File: src/rtl/instr_loader.sv
// instr_loader: streams host words into instruction memory, holding the CPU in reset until the load completes.
module instr_loader #(
    parameter int MEM_WORDS = 32
) (
    input  logic        clk_i,
    input  logic        rst_i,
    input  logic        start_i,
    input  logic [5:0]  len_i,
    input  logic [31:0] data_i,
    input  logic        valid_i,
    output logic        ready_o,
    output logic        we_o,
    output logic [31:0] waddr_o,
    output logic [31:0] wdata_o,
    output logic        cpu_rst_o,
    output logic        busy_o,
    output logic        done_o,
    output logic        err_o
);
    localparam int CW = (MEM_WORDS > 1) ? $clog2(MEM_WORDS) : 1;
    typedef enum logic [1:0] {IDLE, LOAD, DRAIN, RUN} state_t;
    state_t        state_q, state_d;
    logic [CW-1:0] cnt_q, cnt_d;
    logic [5:0]    len_q, len_d;
    logic          err_q, err_d, we_q, done_q;
    logic [31:0]   waddr_q, wdata_q;
    logic          hs, last, legal, can_start;
    assign hs        = valid_i && state_q == LOAD;
    assign last      = 32'(cnt_q) + 32'd1 == 32'(len_q);
    assign legal     = len_i != 6'd0 && 32'(len_i) <= 32'(MEM_WORDS);
    assign can_start = start_i && (state_q == IDLE || state_q == RUN);
    always_comb begin
        state_d = state_q;
        cnt_d   = cnt_q;
        len_d   = len_q;
        err_d   = err_q;
        if (can_start) begin
            state_d = legal ? LOAD : state_q;
            cnt_d   = legal ? '0 : cnt_q;
            len_d   = legal ? len_i : len_q;
            err_d   = !legal;
        end
        if (hs) begin
            cnt_d   = last ? cnt_q : cnt_q + CW'(1);
            state_d = last ? DRAIN : LOAD;
        end
        if (state_q == DRAIN) state_d = RUN;
    end
    always_ff @(posedge clk_i) begin
        if (!rst_i) begin
            state_q <= IDLE;
            cnt_q   <= '0;
            len_q   <= '0;
            err_q   <= 1'b0;
            we_q    <= 1'b0;
            done_q  <= 1'b0;
            waddr_q <= '0;
            wdata_q <= '0;
        end else begin
            state_q <= state_d;
            cnt_q   <= cnt_d;
            len_q   <= len_d;
            err_q   <= err_d;
            we_q    <= hs;
            done_q  <= state_q == DRAIN;
            if (hs) begin
                waddr_q <= 32'({cnt_q, 2'b00});
                wdata_q <= data_i;
            end
        end
    end
    assign ready_o   = state_q == LOAD;
    assign busy_o    = state_q == LOAD || state_q == DRAIN;
    assign cpu_rst_o = state_q == RUN;
    assign we_o      = we_q;
    assign waddr_o   = waddr_q;
    assign wdata_o   = wdata_q;
    assign done_o    = done_q;
    assign err_o     = err_q;
endmodule

File: config.mk
export PLATFORM = sky130hd
export DESIGN_NAME = instr_loader
export DESIGN_NICKNAME = d
export VERILOG_FILES = /design/src/rtl/instr_loader.sv
export SDC_FILE = /design/constraint.sdc
export NUM_CORES = 1
export LEC_CHECK = 0
export BUFFER_PORTS_ARGS = -buffer_cell sky130_fd_sc_hd__buf_2
export CAP_MARGIN = 20
export CORE_AREA = 5 5 76 78
export DETAILED_ROUTE_END_ITERATION = 10
export DIE_AREA = 0 0 81 83
export MAX_ROUTING_LAYER = met4
export PLACE_DENSITY = 0.81
export SYNTH_ARGS = -nofsm -noshare
export SYNTH_HDL_FRONTEND = slang
export SYNTH_SLANG_ARGS = --single-unit
File: constraint.sdc
create_clock -name clk_i -period 3.05 [get_ports clk_i]
set_input_delay 0.61 -clock clk_i [delete_from_list [all_inputs] [get_ports clk_i]]
set_output_delay 0.61 -clock clk_i [all_outputs]
set_load 0.05 [all_outputs]
# Yosys cells after proc, flatten, opt, wreduce, memory -nomap -nowiden
# Cells that the tools add are included.
[word_totals]
word_cells = 40
inputBits = 42
output_inout_bits = 70
ff_bits = 53
[classes]
n_addsub = 2
n_reduce_logical = 15
n_lt_le_gt_ge = 1
n_mux = 9
eq_ne = 5
[op_table]
columns = ["cell", "count"]
rows = [
  ["2-to-1 mux 5 bit", 4],
  ["2-to-1 mux 2 bit", 5],
  ["adder 5 x 1 -> 6 bit, second input constant", 1],
  ["== test 6 bit", 1],
  ["less-or-equal comparator 6 bit, second input constant", 1],
  ["nonzero test 3 bit", 2],
  ["nonzero test 6 bit", 1],
  ["adder 5 x 1 -> 5 bit, second input constant", 1],
  ["== test 2 bit, second input constant", 2],
  ["AND reduction 2 bit", 2],
  ["nonzero test 2 bit", 2],
  ["logical AND 1 bit", 3],
  ["AND reduction 3 bit", 1],
  ["== test 2 x 1 -> 1 bit, second input constant", 1],
  ["logical NOT 2 bit", 1],
  ["logical OR 1 bit", 2],
  ["inequality test 2 bit, second input constant", 1],
  ["logical NOT 1 bit", 1],
]

# Logic depth before layout (Yosys ltp)
# Gate-level depths: netlist (run 1).
[depth]
ltp_word = 6
mapped_depth = 7
depth_no_buf = 7

# Worst setup path after synthesis (run 1)
# OpenSTA, ideal clock, no wires.
[synth_path]
path_type = "reg2reg"
startpoint = "register state_q[0]"
endpoint = "register cnt_q[3]"
t_required_ps = 2930
path_stages_with_launch = 7
setup_time_ps = 120
path_buffers = 0
path_slack_ps = 748
period_less_slack_ps = 2302
arrival_ps = 2182
cell_sequence = "dfxtp_1 -> ha_1 -> nand2_1 -> nor3_1 -> nand4_1 -> or2_2 -> a211o_2"
[synth_between]
elab_cells_between_ends = 11
cone_classes = "eq/ne (3); mux (1); reduce/logical (7)"
[synth_rtl]
columns = ["element", "line", "rtl"]
rows = [
  ["start, declared", "22", "state_t state_q, state_d;"],
  ["start signal, assigned", "60", "state_q <= state_d;"],
  ["== test 2 x 1 -> 1 bit *", "-", ""],
  ["via ready_o", "11", "output logic ready_o,"],
  ["logical AND 1 bit *", "28", "assign hs = valid_i && state_q == LOAD;"],
  ["inequality test 2 bit (no source line) / nonzero test 2 bit (equally long branches)", "-", ""],
  ["AND reduction 3 bit (no source line)", "-", ""],
  ["end signal, assigned", "61", "cnt_q <= cnt_d;"],
  ["end, declared", "23", "logic [CW-1:0] cnt_q, cnt_d;"],
]
# The timed path passes the listed nets; every way through them passes the cells marked *.
# A chain may end at the register's enable or synchronous reset.

# Final worst setup path (run 1)
[layout_path]
startpoint = "register cnt_q[0]"
endpoint = "register cnt_q[4]"
[layout_between]
elab_chain_cells = 4
elab_cells_between_ends = 7
cone_classes = "add/sub (2); eq/ne (2); mux (2); reduce/logical (1)"
[layout_rtl]
columns = ["element", "line", "rtl"]
rows = [
  ["adder 5 x 1 -> 6 bit", "29", "assign last = 32'(cnt_q) + 32'd1 == 32'(len_q);"],
  ["== test 6 bit", "29", ""],
  ["inequality test 2 bit (no source line)", "-", ""],
  ["AND reduction 3 bit (no source line)", "-", ""],
]
# Parallel ways exist; a longest one is shown, timed or not. The select of a mux whose other input is x is not followed.

==> impl_metrics.toml, run 1 <==
[sta]
setup_tns_ns = 0
worst_pin_slew_ns = 0.994
finalWorstPathRequiredPeriod_ns = 2.19
final.setup_skew_ns = 0.00580
grt_setup_unrepaired = "no"
hold_violations = 0
timing.final.setup_violations = 0
max-slew-margin-rel_pct = 33.8
final_min_period_over_clock_period_pct = 71.8
final_number_of_max_transition_violations = 0
max_clock_freq_mhz = 457
hold_slack_ns = 0.456

[detailed_routing]
remaining_design_rule_violation_count = 0
avgRoutedWirePerCell_um = 12.2
drtPass1Iterations = 6
iter_0_drt_violations = 119
postRouteAntennaNets = 0
avgViaCountPerCell = 4.84
final_routed_wirelength_mm = 5.44
routed-via-count = 2157

[placed_design]
dp_hpwl_mm = 4.01
finalWeightedCongestion = 0.865
io_buffer_count = 84
numPlacedInstances = 438

[global_route]
grt_pass1_vias = 1938
grt_antenna_before_repair = 0
wire_length_of_the_first_global_routing_pass_mm = 8.65
gr-total-overflow = 0
grt_max_degree = 44
groute.usage.overall_pct = 16.3

[pwr]
ir_drop_worst_vdd_mv = 0.315
total_power_mw = 1.62
netSwitchingPower_uw = 537
power.density_cell_area_mw_per_mm2 = 575
power_frac_comb_pct = 23.7
power.share.switching_pct = 33.2
cellInternalPower_mw = 1.08
clkPwrFrac_pct = 30.0
leakage_nw = 1.26
power.sequential.fraction_pct = 46.3

[logic_synthesis]
synthesis.area_per_instance_um2 = 7.83
postSynthCellCount = 299
number_of_distinct_library_cells_after_synthesis = 36
post-synth-top-area-cell = "dfxtp_1"
synth.yosys.seq_area_share_pct = 45.3
synth_area_leaders = "dfxtp_1, nand2_1, a21oi_1"
count_of_state_elements_after_synthesis = 53
synth_top_area_share_pct = 45.3
post_synth_instance_area_mm2 = 0.00234
yosysWarnings = 0

[die]
die-height_um = 83
horizontal_extent_of_the_die_um = 81
floorplan.core_area_mm2 = 0.00501
floorplan.rows = 26
floorplan.die_area_mm2 = 0.00672
top_level_ports = 112
floorplan.initialDensity_pct = 46.8

[setup_path]
timing.critical_path.buf_inv = 0
critical_path.max_stage_delay_ns = 0.48
critical_path_arrival_ns = 2.38
critical_path.slowest_cell = "dfxtp_1"
worstPathRequired_ns = 3.24
startpoint = "cnt_q[0]$_SDFFE_PN0P_"
timing.rr.start = "cnt_q[0]$_SDFFE_PN0P_"
critical_path_class = "flop to flop"
regToRegSetupSlack_ns = 0.86
endpoint_of_the_worst_register_to_register_path = "cnt_q[4]$_SDFFE_PN0P_"
cpLargestDelayFamily = "simple AND/OR/NAND/NOR gates"
critical_path.startpoint_type = "flop"
worstSetupEndpointType = "flop"
cell_by_cell_trace_of_the_critical_path = "ha_1 > xor2_1 > nor3_1 > nand4_1 > or2_2 > a211o_2"
reg2reg_depth = 6
timing.critical_path.fanout_max = 7

[finish]
area_growth_pct = 20.1
antenna_cells_inserted = 0
nFillCells = 514
final_layout_size_suffix_gt1_share_pct = 26.6
finish.net_count = 421
final_cells = 446
final-seq-area_mm2 = 0.00106
area_used_by_multi_input_combinational_logic_mm2 = 0.00107

[cts]
cts.path.max_buffers = 2
clk_pin_slew_ns = 0.09
postCtsHoldBufs = 0
tritoncts_num_sinks = 53
numCtsBuffers = 5
worstSkewPairLatency_ns = 0.30
cts_setup_buffers = 0
cts-resized-gates = 0
tritoncts = "built"
number_of_levels_the_h_tree_was_split_into = 2
root_buffer = "clkbuf_8"

[min_path]
hold_path_class = "flop to flop"
holdPathEnd = "wdata_o[14]$_SDFFE_PN0P_"
min-delay-start = "wdata_o[14]$_SDFFE_PN0P_"
worst_hold_path.num_cells = 2

[run]
max_cap_viol_count = 0

[run_status]
status = "complete, no violations"
cell families after synthesis:
family                   after synthesis  share of synthesized area [%]
AND/OR/NAND/NOR                      123                           22.4
AO/OA/AOI/OAI                         62                           15.1
flip-flops                            53                           45.3
buffers and inverters                 51                           13.0
XOR/XNOR                               5                           1.87
adder cells (fa/ha/maj)                4                           2.14
other                                  1                          0.160
metal layers:
| layer | wire, um | share of wire [%] | global-route usage (%) |
|---|---|---|---|
| met2 | 2620 | 48 | 27.8 |
| met5 | 0 | 0 | - |
| met1 | 2170 | 40 | 18.3 |
| met3 | 606 | 11 | 5.09 |
| met4 | 46 | 0.85 | 4.30 |
through the flow:
step | instance area (um2) | worst slack [ns] | util (%)
2_1_floorplan | 2440 | 0.748 | -
3_3_place_gp | 2700 | 0.665 | 53.8
3_5_place_dp | 2700 | 0.560 | 53.8
4_1_cts | 2810 | 0.865 | 56.1
5_1_grt | 2810 | 0.680 | 56.1
6_report | 2810 | 0.861 | 56.1
synthesized netlist by cell type:
| cell | n |
|---|---|
| nand3_1 | 3 |
| ha_1 | 4 |
| nand4_1 | 4 |
| buf_2 | 2 |
| buf_4 | 27 |
| dfxtp_1 | 53 |
| clkbuf_1 | 11 |
| o22ai_1 | 2 |
| a31oi_2 | 1 |
| or3_1 | 3 |
| nor2_1 | 3 |
| o211ai_1 | 1 |
| o21ai_0 | 5 |
| or4_1 | 1 |
| o31ai_1 | 2 |
| buf_1 | 3 |
| and4_1 | 1 |
| buf_6 | 1 |
| o32ai_2 | 1 |
| and3b_1 | 1 |
| nor4_1 | 3 |
| a2bb2oi_1 | 1 |
| clkbuf_2 | 1 |
| nor3_1 | 5 |
| or2_2 | 1 |
| a21oi_1 | 46 |
| conb_1 | 1 |
| nand4b_1 | 1 |
| nand2b_1 | 1 |
| xor2_1 | 1 |
| and2_1 | 2 |
| inv_1 | 6 |
| a31oi_1 | 1 |
| xnor2_1 | 4 |
| a211o_2 | 2 |
| nand2_1 | 94 |
layout by cell type, fill, tap and decap left out, types with 4 or more instances in the layout:
cell,count
nor3_1,5
xnor2_1,4
ha_1,4
dfxtp_1,53
buf_4,4
o21ai_0,5
nand2_1,94
clkbuf_8,6
buf_2,84
conb_1,27
nand4_1,4
inv_1,6
a21oi_1,46
flip-flops by register name, summed over array words and instances (netlist names):
signal   cells
cnt_q        5
state_q      2
done_o       1
we_o         1
wdata_o     32
len_q        6
err_o        1
waddr_o      5
worst max-delay path by stage:
stage	end	cells past startpoint	slack, ns
5_1_grt	cnt_q[4]$_SDFFE_PN0P_	6	0.68
3_5_place_dp	cnt_q[2]$_SDFFE_PN0P_	6	0.56
3_3_place_gp	cnt_q[4]$_SDFFE_PN0P_	6	0.66
4_1_cts	cnt_q[4]$_SDFFE_PN0P_	6	0.87
2_1_floorplan	cnt_q[3]$_SDFFE_PN0P_	6	0.75
6_report	cnt_q[4]$_SDFFE_PN0P_	6	0.86
worst reg2reg max path, stage by stage, from the launching register on:
cell and delay, ns:
dfxtp_1 0.48, ha_1 0.30, xor2_1 0.15, nor3_1 0.12
nand4_1 0.29, or2_2 0.43, a211o_2 0.30
cell type report:
cell class / instances / area share [%]
clock buffers: 7 / 3.07
clock inverters: 1 / 1.07
inverters: 6 / 0.801
multi-input cells: 221 / 38.2
flip-flops and latches: 53 / 37.7
well taps: 70 / 3.11
repair buffers: 88 / 16.0
power by group through the flow:
stage                     sequential [mW]  clock [mW]  combinational, mW
after floorplan                     0.857           0              0.234
after global placement              0.764           0              0.379
after detailed placement            0.766           0              0.384
after CTS                           0.750       0.501              0.385
after global routing                0.755       0.529              0.411
final                               0.750       0.486              0.383
Power figures use the tool's default switching activity.
==> run 2: changes to the inputs <==
- CORE_AREA: 5 5 76 78 -> 5 5 82 84
- DIE_AREA: 0 0 81 83 -> 0 0 87 89
- PLACE_DENSITY: 0.81 -> 0.73
- clock period: 3.05 -> 1.9 ns (I/O delays scaled with it)
==> run 2 against run 1 <==
Against the previous run: setup slack got worse by 0.80 ns; clock-buffer cell count is the same; maximum frequency rose by 19%; worst hold slack worse by 0.15 ns; sequential share of layout area shrank 1.5 points; flip-flop and latch count stayed put; register-to-register slack worse by 0.80 ns; utilization decreased by 6.0 points; largest cell class unchanged; highest routed layer unchanged.
==> impl_metrics.toml, run 2 (synthesis gave the netlist of run 1 again) <==
[cts]
cts.path.max_buffers = 2
root_buffer = "clkbuf_8"
tritoncts = "built"
clk_pin_slew_ns = 0.09
worstSkewPairLatency_ns = 0.30
number_of_levels_the_h_tree_was_split_into = 2
numCtsBuffers = 5
tritoncts_num_sinks = 53
postCtsHoldBufs = 0

[detailed_routing]
drtPass1Iterations = 4
iter_0_drt_violations = 76
avgViaCountPerCell = 4.77
remaining_design_rule_violation_count = 0
avgRoutedWirePerCell_um = 12.4
routed-via-count = 2208
final_routed_wirelength_mm = 5.73
postRouteAntennaNets = 0

[finish]
final_core_utilization_pct = 50.1
max_ffs_per_register = 32
area_growth_pct = 25.3
mostFrequentLayoutCell = "nand2_1"
nFillCells = 613
final_cells = 463
antenna_cells_inserted = 0
most_used_cells_in_the_layout_excluding_fill_and_tap_cells = "nand2_1, buf_2, dfxtp_1"
final_layout_size_suffix_gt1_share_pct = 31.2
finish.net_count = 433

[sta]
setup_tns_ns = 0
hold_violations = 0
timing.final.setup_violations = 0
finalWorstPathRequiredPeriod_ns = 1.84
final_number_of_max_transition_violations = 0
final_min_period_over_clock_period_pct = 96.8
final.setup_skew_ns = 0.00918
grt_setup_unrepaired = "yes"
max_clock_freq_mhz = 544

[die]
top_level_ports = 112
horizontal_extent_of_the_die_um = 87
floorplan.core_area_mm2 = 0.00585
die-height_um = 89
floorplan.rows = 28
floorplan.die_area_mm2 = 0.00774
floorplan.initialDensity_pct = 40.0

[min_path]
hold_path_class = "primary input to flop"

[run]
max_cap_viol_count = 0

[placed_design]
numPlacedInstances = 455
dp_hpwl_mm = 4.32
io_buffer_count = 84
finalWeightedCongestion = 0.837

[global_route]
gr-total-overflow = 0
grt_max_degree = 44
groute.usage.overall_pct = 14.5
grt_antenna_before_repair = 0
grt_pass1_vias = 2052
wire_length_of_the_first_global_routing_pass_mm = 8.83

[setup_path]
worstSetupEndpointType = "flop"
critical_path_arrival_ns = 2.04
critical_path_class = "flop to flop"
timing.critical_path.fanout_max = 6
critical_path.startpoint_type = "flop"
worstPathRequired_ns = 2.10

[pwr]
power.density_cell_area_mw_per_mm2 = 843
leakage_nw = 1.31
ir_drop_worst_vdd_mv = 0.404

[run_status]
status = "complete, no violations"
[run 2: changes by cell type in the layout (fill, tap and decap cells not counted), sizes merged]
cell / change
buf: +12
bufinv: -1
clkinvlp: +1
[run 2: path summary, 6_finish.rpt]
kind	to	slack (ns)	cells past startpoint	start
max	cnt_q[3]$_SDFFE_PN0P_	0.06	6	cnt_q[1]$_SDFFE_PN0P_
min	wdata_o[17]$_SDFFE_PN0P_	0.30	3	data_i[17]
max reg2reg	cnt_q[3]$_SDFFE_PN0P_	0.06	6	cnt_q[1]$_SDFFE_PN0P_
min reg2reg	wdata_o[7]$_SDFFE_PN0P_	0.46	2	wdata_o[7]$_SDFFE_PN0P_
[run 2: critical path, cell delays in order (launching register included)]
cell     delay, ns
dfxtp_2       0.33
ha_2          0.20
and3b_1       0.16
or3_4         0.37
a31oi_4       0.29
o31ai_2       0.09
a211o_2       0.30
[run 2: timing repair]
action | CTS | global route
buffers inserted | 0 | 0
setup endpoints to repair | 4 | 13
pin swaps | 0 | 5
gates resized for setup | 3 | 7
gates cloned | 0 | 0
[run 2: power breakdown]
part / leakage, nW / internal (mW) / switching (mW)
clock: 0.0385 / 0.262 / 0.354
combinational: 0.836 / 0.164 / 0.489
sequential: 0.431 / 1.17 / 0.0339
[run 2: routing by layer]
| layer | GRT usage [%] | share of wire [%] | routed length, um | vias to the layer above |
|---|---|---|---|---|
| li1 | - | - | - | 1104 |
| met1 | 16.9 | 43 | 2450 | 1015 |
| met2 | 24.8 | 47 | 2700 | 82 |
| met3 | 3.87 | 8.9 | 512 | 7 |
| met4 | 3.54 | 1.2 | 69 | 0 |
| met5 | - | 0 | 0 | - |
[run 2: per-stage QoR]
stage / total power [mW] / setup WS [ns] / cell area [um2] / hold WS (ns)
after CTS: 2.50 / 0.000541 / 2920 / 0.296
after floorplan: 1.76 / 0.00100 / 2460 / 0.441
after global routing: 2.60 / -0.00336 / 2930 / 0.297
after global placement: 1.87 / -0.123 / 2810 / 0.439
after detailed placement: 1.88 / -0.154 / 2810 / 0.447
final: 2.47 / 0.0616 / 2930 / 0.302
[run 2: final cells by class]
cell class                      instances  area (um2)  area share, %
Clock inverter                          1        7.51          0.256
Clock buffer                            7        76.3           2.60
Multi-Input combinational cell        221        1130           38.4
Timing Repair Buffer                  100         544           18.6
Tap cell                               75        93.8           3.20
Sequential cell                        53        1060           36.2
Inverter                                6        22.5          0.768
